`src/rtl/fp_rnd_arb.sv`:
```
// Round-robin front end that shares one fp_rnd rounder between NREQ producers.
// Payload is registered before the rounder and the tagged result after it.

package fp_rnd_pkg;

  typedef struct packed {
    logic        sig;
    logic [9:0]  expo;
    logic [24:0] mant;
    logic [1:0]  rema;
    logic [1:0]  fmt;
    logic [2:0]  rm;
    logic [2:0]  grs;
    logic        snan;
    logic        qnan;
    logic        dbz;
    logic        infs;
    logic        zero;
    logic        diff;
  } fp_rnd_in_type;

  typedef struct packed {
    logic [31:0] result;
    logic [4:0]  flags;
  } fp_rnd_out_type;

endpackage

module fp_rnd_arb
  import fp_rnd_pkg::*;
#(
  parameter int NREQ = 3,
  parameter int IDW  = $clog2(NREQ)
) (
  input  logic                           clock,
  input  logic                           reset,
  input  logic          [NREQ-1:0]       req_valid,
  input  fp_rnd_in_type [NREQ-1:0]       req_data,
  output logic          [NREQ-1:0]       req_ready,
  output fp_rnd_in_type                  rnd_i,
  input  fp_rnd_out_type                 rnd_o,
  output logic                           res_valid,
  output logic          [IDW-1:0]        res_id,
  output logic          [31:0]           res_result,
  output logic          [4:0]            res_flags,
  input  logic                           res_ready,
  input  logic                           flags_clr,
  output logic          [4:0]            acc_flags
);

  // Returns {found, index} of the first valid requester scanning from ptr.
  function automatic logic [IDW:0] rr_pick(input logic [NREQ-1:0] vld,
                                           input logic [IDW-1:0]  ptr);
    logic           found;
    logic [IDW-1:0] id;
    int             idx;
    found = 1'b0;
    id    = '0;
    for (int k = 0; k < NREQ; k++) begin
      idx = (int'(ptr) + k >= NREQ) ? int'(ptr) + k - NREQ : int'(ptr) + k;
      if (!found && vld[idx]) begin
        found = 1'b1;
        id    = IDW'(idx);
      end else begin
        found = found;
      end
    end
    return {found, id};
  endfunction

  logic           s1_valid_q, s1_valid_d;
  logic [IDW-1:0] s1_id_q,    s1_id_d;
  fp_rnd_in_type  s1_data_q,  s1_data_d;
  logic           res_valid_q, res_valid_d;
  logic [IDW-1:0] res_id_q,    res_id_d;
  logic [31:0]    res_result_q, res_result_d;
  logic [4:0]     res_flags_q,  res_flags_d;
  logic [IDW-1:0] rr_q, rr_d;
  logic [4:0]     acc_flags_q, acc_flags_d;

  logic           s2_en_s;
  logic           s1_en_s;
  logic           win_found_s;
  logic [IDW-1:0] win_id_s;
  logic           grant_s;

  // Arbitration, grant and next-state for both pipeline stages and flags.
  always_comb begin
    s2_en_s      = ~res_valid_q | res_ready;
    s1_en_s      = ~s1_valid_q | s2_en_s;
    {win_found_s, win_id_s} = rr_pick(req_valid, rr_q);
    grant_s      = s1_en_s & win_found_s & ~reset;

    req_ready    = '0;
    s1_valid_d   = s1_valid_q;
    s1_id_d      = s1_id_q;
    s1_data_d    = s1_data_q;
    res_valid_d  = res_valid_q;
    res_id_d     = res_id_q;
    res_result_d = res_result_q;
    res_flags_d  = res_flags_q;
    rr_d         = rr_q;

    if (grant_s) begin
      req_ready[win_id_s] = 1'b1;
      s1_id_d   = win_id_s;
      s1_data_d = req_data[win_id_s];
      rr_d      = (win_id_s == IDW'(NREQ - 1)) ? '0 : win_id_s + IDW'(1);
    end else begin
      rr_d      = rr_q;
    end

    if (s1_en_s) begin
      s1_valid_d = grant_s;
    end else begin
      s1_valid_d = s1_valid_q;
    end

    if (s2_en_s) begin
      res_valid_d = s1_valid_q;
      if (s1_valid_q) begin
        res_id_d     = s1_id_q;
        res_result_d = rnd_o.result;
        res_flags_d  = rnd_o.flags;
      end else begin
        res_id_d     = res_id_q;
      end
    end else begin
      res_valid_d = res_valid_q;
    end

    // A clear coinciding with a handshake keeps the freshly accepted flags.
    acc_flags_d = (flags_clr ? 5'b00000 : acc_flags_q)
                | ((res_valid_q & res_ready) ? res_flags_q : 5'b00000);
  end

  // Pipeline, pointer and sticky-flag registers.
  always_ff @(posedge clock) begin
    if (reset) begin
      s1_valid_q   <= 1'b0;
      s1_id_q      <= '0;
      s1_data_q    <= '0;
      res_valid_q  <= 1'b0;
      res_id_q     <= '0;
      res_result_q <= 32'h0000_0000;
      res_flags_q  <= 5'b00000;
      rr_q         <= '0;
      acc_flags_q  <= 5'b00000;
    end else begin
      s1_valid_q   <= s1_valid_d;
      s1_id_q      <= s1_id_d;
      s1_data_q    <= s1_data_d;
      res_valid_q  <= res_valid_d;
      res_id_q     <= res_id_d;
      res_result_q <= res_result_d;
      res_flags_q  <= res_flags_d;
      rr_q         <= rr_d;
      acc_flags_q  <= acc_flags_d;
    end
  end

  assign rnd_i      = s1_data_q;
  assign res_valid  = res_valid_q;
  assign res_id     = res_id_q;
  assign res_result = res_result_q;
  assign res_flags  = res_flags_q;
  assign acc_flags  = acc_flags_q;

endmodule
```
`config.mk`:
```
export PLATFORM = sky130hd
export DESIGN_NAME = fp_rnd_arb
export DESIGN_NICKNAME = d
export VERILOG_FILES = /design/src/rtl/fp_rnd_arb.sv
export SDC_FILE = /design/constraint.sdc
export NUM_CORES = 1
export LEC_CHECK = 0
export BUFFER_PORTS_ARGS = -buffer_cell sky130_fd_sc_hd__buf_4
export CAP_MARGIN = 25
export CORE_AREA = 2 2 115 117
export CTS_CLUSTER_DIAMETER = 40
export DETAILED_ROUTE_END_ITERATION = 6
export DIE_AREA = 0 0 117 119
export PLACE_DENSITY_LB_ADDON = 0.25
export SKIP_CTS_REPAIR_TIMING = 1
export SYNTH_ARGS = -nofsm -noshare
export SYNTH_HDL_FRONTEND = slang
export SYNTH_SLANG_ARGS = --single-unit
```
`constraint.sdc`:
```
create_clock -name clock -period 4.94 [get_ports clock]
set_input_delay 0 -clock clock [delete_from_list [all_inputs] [get_ports clock]]
set_output_delay 0 -clock clock [all_outputs]
set_load 0.1 [all_outputs]
```
==> impl_metrics.toml, run 1 <==
[outcome]
status = "finished with violations"
violations = "hold timing"

[pwr]
switchingPower_mw = 3.479
power_leakage_nw = 4.053
pwr-share-seq_pct = 20.7
power_frac_clock_pct = 11.2
power.density_nw_per_um2 = 737.3
pwr-share-comb_pct = 68.2
ir_drop_mv = 0.4748
p_int_mw = 2.703
switching_share_pct = 56.27

[global_route]
antenna_found_initial = 0
grt_pass1_wl_mm = 23.31
grt_max_degree = 53
grt_pass1_vias = 4828
grt_use_total_pct = 21.15
grt-ovfl-total = 0

[yosys]
avgSynthCellArea_um2 = 10.24
syn_inst = 481
yosysUniqueCellTypes = 34
syn_area_um2 = 4923
synth_nets = 685
seq_area_frac_synth_pct = 41.47
ys_ff_latch = 102
yosysWarnings = 0

[sta]
setup_violations = 0
relSlewSlack_pct = 40.25
max_freq_mhz = 274.7
fin_skew_ps = 7.441
hold_viol_final = 4
rsz0062_at_grt = "no"
setup_tns_ps = 0
whs_ps = -32.63
timing.final.crit_share_pct = 73.70
tightest_slew_ps = 894.1
period_needed_ps = 3641
drv_slew = 0
worst_slack_ps = 1299

[route]
wl_per_cell_um = 16.47
drc_errors = 0
vias = 5124
wirelength_mm = 16.87
dr.pass1.iters = 4
viasPerCell = 5.004
drt_iter0_markers = 212
ant_nets = 0

[worst_setup_path]
crit_path_start = "rr_q[1]$_SDFFE_PP0P_"
critPathTopFamily = "buffers and inverters"
crit_chain = "inv_1, ha_1, mux2i_1, o21ai_1, nor2_1, o32a_2, buf_4, nand2_1, nor2_1, buf_4"
crit_buf_inv = 3
critPathMaxFanout = 32
cp-start-kind = "flip-flop"
cpPeakStageDelay_ps = 660
cpMaxStageDelayCell = "o32a_2"
crit_arrival_ps = 3640
r2r_start = "rr_q[1]$_SDFFE_PP0P_"
required_ps = 4940
path_class = "reg -> out"
end_kind = "primary output"

[cells_and_area]
n_antenna_cell = 0
num-nets-final = 1048
fin_cells = 1024
syn_to_final_growth_pct = 70.32
post_route_cells_drive_above_1_share_pct = 44.22
fin_util_pct = 65.13

[cts]
clock_sinks = 102
htree_levels = 3
cts_root_buf = "clkbuf_16"
max-clock-path-buffers = 2
cts_tree = "done"
cts_buffers = 9
clock_latency_ps = 350
clk_pin_slew_worst_paths_ps = 60

[worst_hold_path]
hp-class = "in -> reg"
min-delay-start = "req_data[148]"

[placed_design]
gp_congestion = 0.8858
dp_hpwl_mm = 11.55
placed_cells = 926
place_ws_ps = 1680
numPortBuffers = 299

[floorplan]
num_rows = 42
core_um2 = 12870
dieHeight_um = 119
die_area_um2 = 13920
start_util_pct = 38.24
die_w_um = 117
ios = 300

[flow_run]
max_cap_viol_count = 0
-- metal layers --
layer | global-route usage, % | part of all wire (%)
met5 | 0 | 0
met4 | 8.088 | 3.6
met3 | 5.751 | 5.2
met2 | 37.86 | 52
met1 | 23.42 | 39
-- logic make-up (layout without fill, tap and decap cells) --
family                     Yosys count  after routing  share of synthesized area (%)
muxes                              111            111                          27.01
and+or+nand+nor                    112            112                          9.504
buffers and inverters               43            410                          4.651
adders and majority gates            4              4                          1.017
AOI/OAI and AO/OA                  109            109                          16.34
DFF                                102            102                          41.47
-- cell usage after synthesis --
library cell / n / area, um^2
mux2_4: 34 / 510.5
mux2_2: 10 / 112.6
nor2_1: 12 / 45.04
o21ba_2: 1 / 10.01
clkbuf_1: 21 / 78.83
o32a_1: 1 / 10.01
o2bb2ai_1: 52 / 455.4
nand3b_1: 2 / 15.01
a32oi_1: 5 / 43.79
mux2i_1: 56 / 560.5
nand2b_1: 2 / 12.51
buf_6: 6 / 67.56
o21ai_1: 1 / 5.000
ha_1: 4 / 50.05
dfxtp_1: 102 / 2042
inv_1: 6 / 22.52
a21oi_1: 42 / 210.2
o311ai_2: 2 / 32.53
mux2i_4: 2 / 45.04
mux2_1: 9 / 101.4
nor2b_1: 3 / 18.77
nor4b_1: 1 / 8.760
nor3b_1: 2 / 15.01
buf_2: 6 / 30.03
o41ai_1: 1 / 8.760
o31ai_1: 2 / 15.01
nor2_2: 2 / 12.51
nor3_1: 3 / 15.01
a31o_2: 1 / 8.760
nand4b_1: 1 / 8.760
buf_4: 4 / 30.03
o21ai_0: 1 / 5.000
nand3_1: 1 / 5.000
nand2_1: 83 / 311.6
-- sequential cells by signal (all words and copies together) (netlist names) --
signal / flops
acc_flags: 5
res_result: 32
res_flags: 5
s1_valid_q: 1
rr_q: 2
s1_id_q: 2
res_valid: 1
res_id: 2
rnd_i: 52
-- path summary, 6_finish.rpt --
check | to | slack, ps | cells after the start
worst min register to register | res_result[28]$_SDFFE_PP0P_ | 460 | 2
worst min-delay path | rnd_i[44]$_SDFFE_PP0P_ | -30 | 3
worst max register to register | rnd_i[45]$_SDFFE_PP0P_ | 1680 | 9
worst max-delay path | req_ready[0] | 1300 | 10
-- layout make-up --
type | count | area [um^2]
fillers | 1009 | 4489
clock inverters | 5 | 50.05
repair buffers | 389 | 3141
clock buffers | 10 | 239.0
inverters | 6 | 22.52
flip-flops and latches | 102 | 2042
well taps | 176 | 220.2
multi-input cells | 336 | 2671
-- cells in the final DEF, fill, tap and decap left out, types with 2 or more instances in the layout --
cell	synthesis	routed
mux2_4	34	34
mux2_1	9	9
a32oi_1	5	5
nor2b_1	3	2
dfxtp_1	102	102
mux2_2	10	10
o31ai_1	2	2
mux2i_1	56	56
clkinv_2	0	4
clkbuf_16	0	9
o2bb2ai_1	52	52
nand2_1	83	83
nand2b_1	2	2
a21oi_1	42	42
dlygate4sd3_1	0	83
ha_1	4	4
inv_1	6	6
nand3b_1	2	2
nor3b_1	2	2
buf_4	4	305
nor2_1	12	12
mux2i_4	2	2
nor3_1	3	3
-- power groups by stage --
stage / Sequential (mW) / Clock, mW / Combinational [mW]
3_5_place_dp: 1.29 / 0 / 4.16
6_report: 1.28 / 0.692 / 4.21
4_1_cts: 1.28 / 0.713 / 4.16
2_1_floorplan: 3.21 / 0 / 1.40
5_1_grt: 1.31 / 0.745 / 4.38
3_3_place_gp: 1.29 / 0 / 4.09
-- per-stage QoR --
step	power [mW]	cell area [um^2]	hold WS (ps)
final	6.183	8386	-32.63
after global routing	6.435	8386	16.25
after CTS	6.151	7555	-111.6
after detailed placement	5.445	7266	257.3
after global placement	5.376	7246	247.3
after floorplan	4.613	4923	136.0
-- tightest hold or removal path: cells and delay by family --
family,cells,cell delay [ps]
buffers and inverters,1,80
multiplexers,1,60
AO/OA/AOI/OAI,1,140
No activity file was read; power rests on OpenSTA's default activity.
==> inputs of run 2 (changes only) <==
--- a/config.mk
+++ b/config.mk
@@ -5,12 +5,13 @@
 export SDC_FILE = /design/constraint.sdc
 export NUM_CORES = 1
 export LEC_CHECK = 0
+export ABC_AREA = 1
 export BUFFER_PORTS_ARGS = -buffer_cell sky130_fd_sc_hd__buf_4
 export CAP_MARGIN = 25
-export CORE_AREA = 2 2 115 117
+export CORE_MARGIN = 2
+export CORE_UTILIZATION = 40
 export CTS_CLUSTER_DIAMETER = 40
 export DETAILED_ROUTE_END_ITERATION = 6
-export DIE_AREA = 0 0 117 119
 export PLACE_DENSITY_LB_ADDON = 0.25
 export SKIP_CTS_REPAIR_TIMING = 1
 export SYNTH_ARGS = -nofsm -noshare
==> constraint.sdc (replaced) <==
create_clock -name clock -period 3.05 [get_ports clock]
set_input_delay 0 -clock clock [delete_from_list [all_inputs] [get_ports clock]]
set_output_delay 0 -clock clock [all_outputs]
set_load 0.1 [all_outputs]
==> impl_metrics.toml, run 2 <==
[worst_setup_path]
critPathTopFamily = "simple AND/OR/NAND/NOR gates"
crit_chain = "inv_1, ha_1, inv_1, nand2_1, nand2_1, a21oi_4, nand4_1, nand2_2, inv_4, nor2_8, buf_4"
crit_arrival_ps = 2810
path_class = "reg -> out"
cpPeakStageDelay_ps = 380
required_ps = 3050
cp-start-kind = "flip-flop"
critPathMaxFanout = 27
end_kind = "primary output"
crit_buf_inv = 4
cpMaxStageDelayCell = "dfxtp_1"

[placed_design]
dp_hpwl_mm = 12.58
gp_congestion = 0.8847
placed_cells = 1189
place_ws_ps = 325.1
numPortBuffers = 299
placed_area_um2 = 7373

[route]
drc_errors = 0
drt_iter0_markers = 509
ant_nets = 0
wl_per_cell_um = 14.78
vias = 6526
dr.pass1.iters = 7
wirelength_mm = 19.52
viasPerCell = 4.940

[yosys]
avgSynthCellArea_um2 = 6.670
synthTopCellsByCount = "135 x nand2_1, 103 x nor2_1, 102 x dfxtp_1, 95 x inv_1, 89 x nand3_1"
synth_most_common_cell = "nand2_1"
ys.flop_type = "dfxtp_1"
yosys-top-cells-area = "dfxtp_1 40%, nand2_1 10%, nand3_1 8.8%"
synthArstFlopShare_pct = 0
yosysUniqueCellTypes = 29
syn_area_um2 = 5042
synth_edf_count = 0
yosysTopAreaCell = "dfxtp_1"
yosysWarnings = 0
syn_inst = 756
synth_top_cell_area_share_pct = 40.50
synth_nets = 960
seq_area_frac_synth_pct = 40.50
ys_ff_latch = 102

[cells_and_area]
fin_util_pct = 71.17
multi_input_area_um2 = 2405
mostFrequentLayoutCells = "310 x buf_4, 134 x nand2_1, 115 x dlygate4sd3_1"
post_route_cells_drive_above_1_share_pct = 29.94
syn_to_final_growth_pct = 75.96
seq_area_um2 = 2042
fin_cells = 1321
n_antenna_cell = 0
layout_commonest_cell = "buf_4"
design_area_um2 = 8872
num-nets-final = 1348
n_fill_cell = 978
largest_reg_flops = 52

[flow_run]
max_cap_viol_count = 0

[cts]
clock_sinks = 102
cts_tree = "done"
htree_levels = 3
cts_root_buf = "clkbuf_16"
max-clock-path-buffers = 2
clk_pin_slew_worst_paths_ps = 70
cts_buffers = 9
clock_latency_ps = 340

[floorplan]
die_w_um = 116.3
num_rows = 41
dieHeight_um = 116.3
ios = 300
die_area_um2 = 13520
start_util_pct = 40.45
core_um2 = 12470

[pwr]
power.density_nw_per_um2 = 1077
power_leakage_nw = 4.441
ir_drop_mv = 0.7980
power_mw = 9.554

[sta]
tightest_slew_ps = 910.2
period_needed_ps = 2807
fin_skew_ps = 3.544
whs_ps = -21.94
drv_slew = 0
timing.final.crit_share_pct = 92.03
hold_viol_final = 18
relSlewSlack_pct = 39.32
worst_slack_ps = 243.0
setup_violations = 0
setup_tns_ps = 0
max_freq_mhz = 356.2

[worst_hold_path]
hp-class = "in -> reg"

[global_route]
grt_pass1_vias = 5012
grt_max_degree = 93
grt-ovfl-total = 0
grt_use_total_pct = 23.39
grt_pass1_wl_mm = 24.84
antenna_found_initial = 0

[outcome]
violations = "hold timing"
status = "finished with violations"
[run 2: changes by cell type after synthesis, sizes merged, moves of 5 or more]
cell | previous run | this run
o21ai | 2 | 93
a21oi | 42 | 16
clkbuf | 21 | 29
mux2 | 53 | 0
nor2 | 14 | 105
mux2i | 58 | 0
inv | 6 | 99
nand2 | 83 | 139
a31oi | 0 | 26
o2bb2ai | 52 | 0
nand3 | 1 | 91
buf | 16 | 21
nand4 | 0 | 28
a32oi | 5 | 0
[run 2: layer usage]
metal / vias up / track usage [%] / part of all wire (%)
li1: 3231 / - / -
met1: 2935 / 28.46 / 39
met2: 309 / 38.99 / 50
met3: 51 / 6.435 / 7.8
met4: 0 / 9.841 / 3.3
met5: - / 0 / 0
[run 2: where the power goes]
part           internal [mW]  switching, mW
Sequential              1.77          0.238
Combinational           1.46           4.81
Clock                  0.769          0.508
Total                   4.00           5.55
[run 2: layout make-up]
class / count / area share [%]
repair buffers: 426 / 39.43
multi-input cells: 505 / 27.10
flip-flops and latches: 102 / 23.02
inverters: 100 / 4.259
clock buffers: 12 / 2.891
well taps: 172 / 2.426
clock inverters: 4 / 0.8743
[run 2: tightest hold or removal path: stages]
cell and delay (ps):
buf_4 80, inv_1 30, nand2_1 50, nand4_1 70, nand3_1 70
[run 2: cell families (layout without fill, tap and decap cells)]
group	Yosys count	in the layout	share of synthesized area [%]
AO/OA/AOI/OAI	135	135	14.34
adder cells (fa/ha/maj)	4	4	0.9926
buffers and inverters	150	542	12.08
flip-flops	102	102	40.50
AND/OR/NAND/NOR	365	366	32.08
[run 2: final timing paths]
| kind | from | slack [ps] | cells after the start | end |
|---|---|---|---|---|
| min reg2reg | s1_id_q[0]$_SDFFE_PP0P_ | 460 | 2 | s1_id_q[0]$_SDFFE_PP0P_ |
| max | rr_q[0]$_SDFFE_PP0P_ | 240 | 11 | req_ready[2] |
| min | req_data[16] | -20 | 5 | rnd_i[16]$_SDFFE_PP0P_ |
| max reg2reg | rr_q[0]$_SDFFE_PP0P_ | 570 | 12 | rnd_i[25]$_SDFFE_PP0P_ |
==> inputs of run 3 (changes only) <==
--- a/config.mk
+++ b/config.mk
@@ -8,12 +8,15 @@
 export ABC_AREA = 1
 export BUFFER_PORTS_ARGS = -buffer_cell sky130_fd_sc_hd__buf_4
 export CAP_MARGIN = 25
+export CELL_PAD_IN_SITES_DETAIL_PLACEMENT = 1
+export CELL_PAD_IN_SITES_GLOBAL_PLACEMENT = 1
 export CORE_MARGIN = 2
-export CORE_UTILIZATION = 40
+export CORE_UTILIZATION = 26
 export CTS_CLUSTER_DIAMETER = 40
 export DETAILED_ROUTE_END_ITERATION = 6
 export PLACE_DENSITY_LB_ADDON = 0.25
 export SKIP_CTS_REPAIR_TIMING = 1
+export SKIP_LAST_GASP = 1
 export SYNTH_ARGS = -nofsm -noshare
 export SYNTH_HDL_FRONTEND = slang
 export SYNTH_SLANG_ARGS = --single-unit
==> impl_metrics.toml, run 3 (same netlist as run 2, synthesis figures left out) <==
[route]
wl_per_cell_um = 16.81
wirelength_mm = 23.85
dr.pass1.iters = 4
vias = 6593
drt_iter0_markers = 213
drc_errors = 0
viasPerCell = 4.646
ant_nets = 0

[cts]
htree_levels = 3
cts_root_buf = "clkbuf_16"
clock_latency_ps = 360
clock_sinks = 102
clk_pin_slew_worst_paths_ps = 80
cts_tree = "done"
max-clock-path-buffers = 2
cts_buffers = 9

[outcome]
status = "finished with violations"
violations = "hold timing"

[sta]
tightest_slew_ps = 984.0
timing.final.crit_share_pct = 93.31
period_needed_ps = 2846
max_freq_mhz = 351.4
setup_tns_ps = 0
hold_viol_final = 22
fin_skew_ps = 8.567
setup_violations = 0
rsz0062_at_grt = "yes"
worst_slack_ps = 203.9
drv_slew = 0
relSlewSlack_pct = 34.40
whs_ps = -38.43

[worst_hold_path]
min_to = "rnd_i[17]$_SDFFE_PP0P_"
hp-class = "in -> reg"
min-delay-start = "req_data[17]"
holdPathStages = 5

[cells_and_area]
post_route_cells_drive_above_1_share_pct = 29.68
layout_commonest_cell = "buf_4"
mostFrequentLayoutCells = "308 x buf_4, 135 x nand2_1, 125 x dlygate4sd3_1"
fin_cells = 1419
num-nets-final = 1358
largest_reg_flops = 52
n_antenna_cell = 0
syn_to_final_growth_pct = 79.90

[pwr]
ir_drop_mv = 0.5987
power_mw = 9.641
power.density_nw_per_um2 = 1063
power_leakage_nw = 4.481

[floorplan]
die_w_um = 143.3
core_um2 = 18890
dieHeight_um = 143.3
start_util_pct = 26.69
die_area_um2 = 20520
ios = 300
num_rows = 50

[worst_setup_path]
r2r_start = "rr_q[0]$_SDFFE_PP0P_"
critPathMaxFanout = 27
cp-start-kind = "flip-flop"
path_class = "reg -> out"
end_kind = "primary output"
ff2ff_setup_slack_ps = 330
rr_worst_depth = 13
crit_arrival_ps = 2850
required_ps = 3050
r2r_end = "rnd_i[2]$_SDFFE_PP0P_"

[global_route]
antenna_found_initial = 0
grt_use_total_pct = 19.25
grt-ovfl-total = 0
grt_pass1_vias = 5771
grt_max_degree = 93
grt_pass1_wl_mm = 30.68

[flow_run]
max_cap_viol_count = 0

[placed_design]
place_ws_ps = 461.1
gp_congestion = 0.7454
placed_cells = 1277
numPortBuffers = 299
dp_hpwl_mm = 15.17
-- run 3: cell types whose count changed in the layout (fill, tap and decap cells not counted), moves of 2 or more --
cell,change
buf_4,-2
dlygate4sd3_1,+10
inv_8,+3
clkbuf_8,-2
bufinv_16,-2
-- run 3: worst max-delay path by stage --
| stage | from | end | slack (ps) | depth (start not counted) |
|---|---|---|---|---|
| final | rr_q[0]$_SDFFE_PP0P_ | req_ready[2] | 200 | 11 |
| after global routing | rr_q[1]$_SDFFE_PP0P_ | req_ready[0] | -50 | 12 |
| after CTS | rr_q[0]$_SDFFE_PP0P_ | req_ready[2] | 110 | 11 |
| after detailed placement | rr_q[0]$_SDFFE_PP0P_ | rnd_i[47]$_SDFFE_PP0P_ | 460 | 13 |
| after global placement | rr_q[0]$_SDFFE_PP0P_ | rnd_i[35]$_SDFFE_PP0P_ | 540 | 13 |
| after floorplan | rr_q[0]$_SDFFE_PP0P_ | req_ready[0] | 70 | 12 |
-- run 3: area by class of cell --
| type | count | area (um^2) |
|---|---|---|
| Clock buffer | 9 | 225.2 |
| Clock inverter | 7 | 83.83 |
| Fill cell | 2412 | 9822 |
| Inverter | 100 | 377.9 |
| Multi-Input combinational cell | 505 | 2402 |
| Sequential cell | 102 | 2042 |
| Tap cell | 260 | 325.3 |
| Timing Repair Buffer | 436 | 3615 |
-- run 3: power breakdown --
| part | internal, mW | total [mW] | switching, mW |
|---|---|---|---|
| Combinational | 1.50 | 6.41 | 4.91 |
| Clock | 0.595 | 1.22 | 0.621 |
| Sequential | 1.77 | 2.02 | 0.246 |
| Total | 3.86 | 9.64 | 5.78 |
-- run 3: per-stage QoR --
step | util (%) | instance area (um^2) | hold slack, ps
3_3_place_gp | 39.68 | 7496 | 213.9
4_1_cts | 41.31 | 7805 | -169.0
3_5_place_dp | 39.68 | 7496 | 218.9
2_1_floorplan | - | 5042 | 126.5
6_report | 48.01 | 9071 | -38.43
5_1_grt | 48.01 | 9071 | 3.488
-- run 3: critical path, cell delays in order, from the launching register on --
cell and delay [ps]:
dfxtp_1 390, inv_1 80, ha_1 390, inv_1 100
nand2_1 60, nand2_1 70, a21oi_4 210, nand4_1 110
nand2_1 190, inv_4 190, nor2_8 320, buf_4 350
-- run 3: routing by layer --
layer / part of all wire, % / vias up / global-route usage [%]
li1: - / 3249 / -
met1: 39 / 3088 / 21.80
met2: 52 / 227 / 33.57
met3: 7.6 / 29 / 7.478
met4: 1.7 / 0 / 5.521
met5: 0 / - / 0
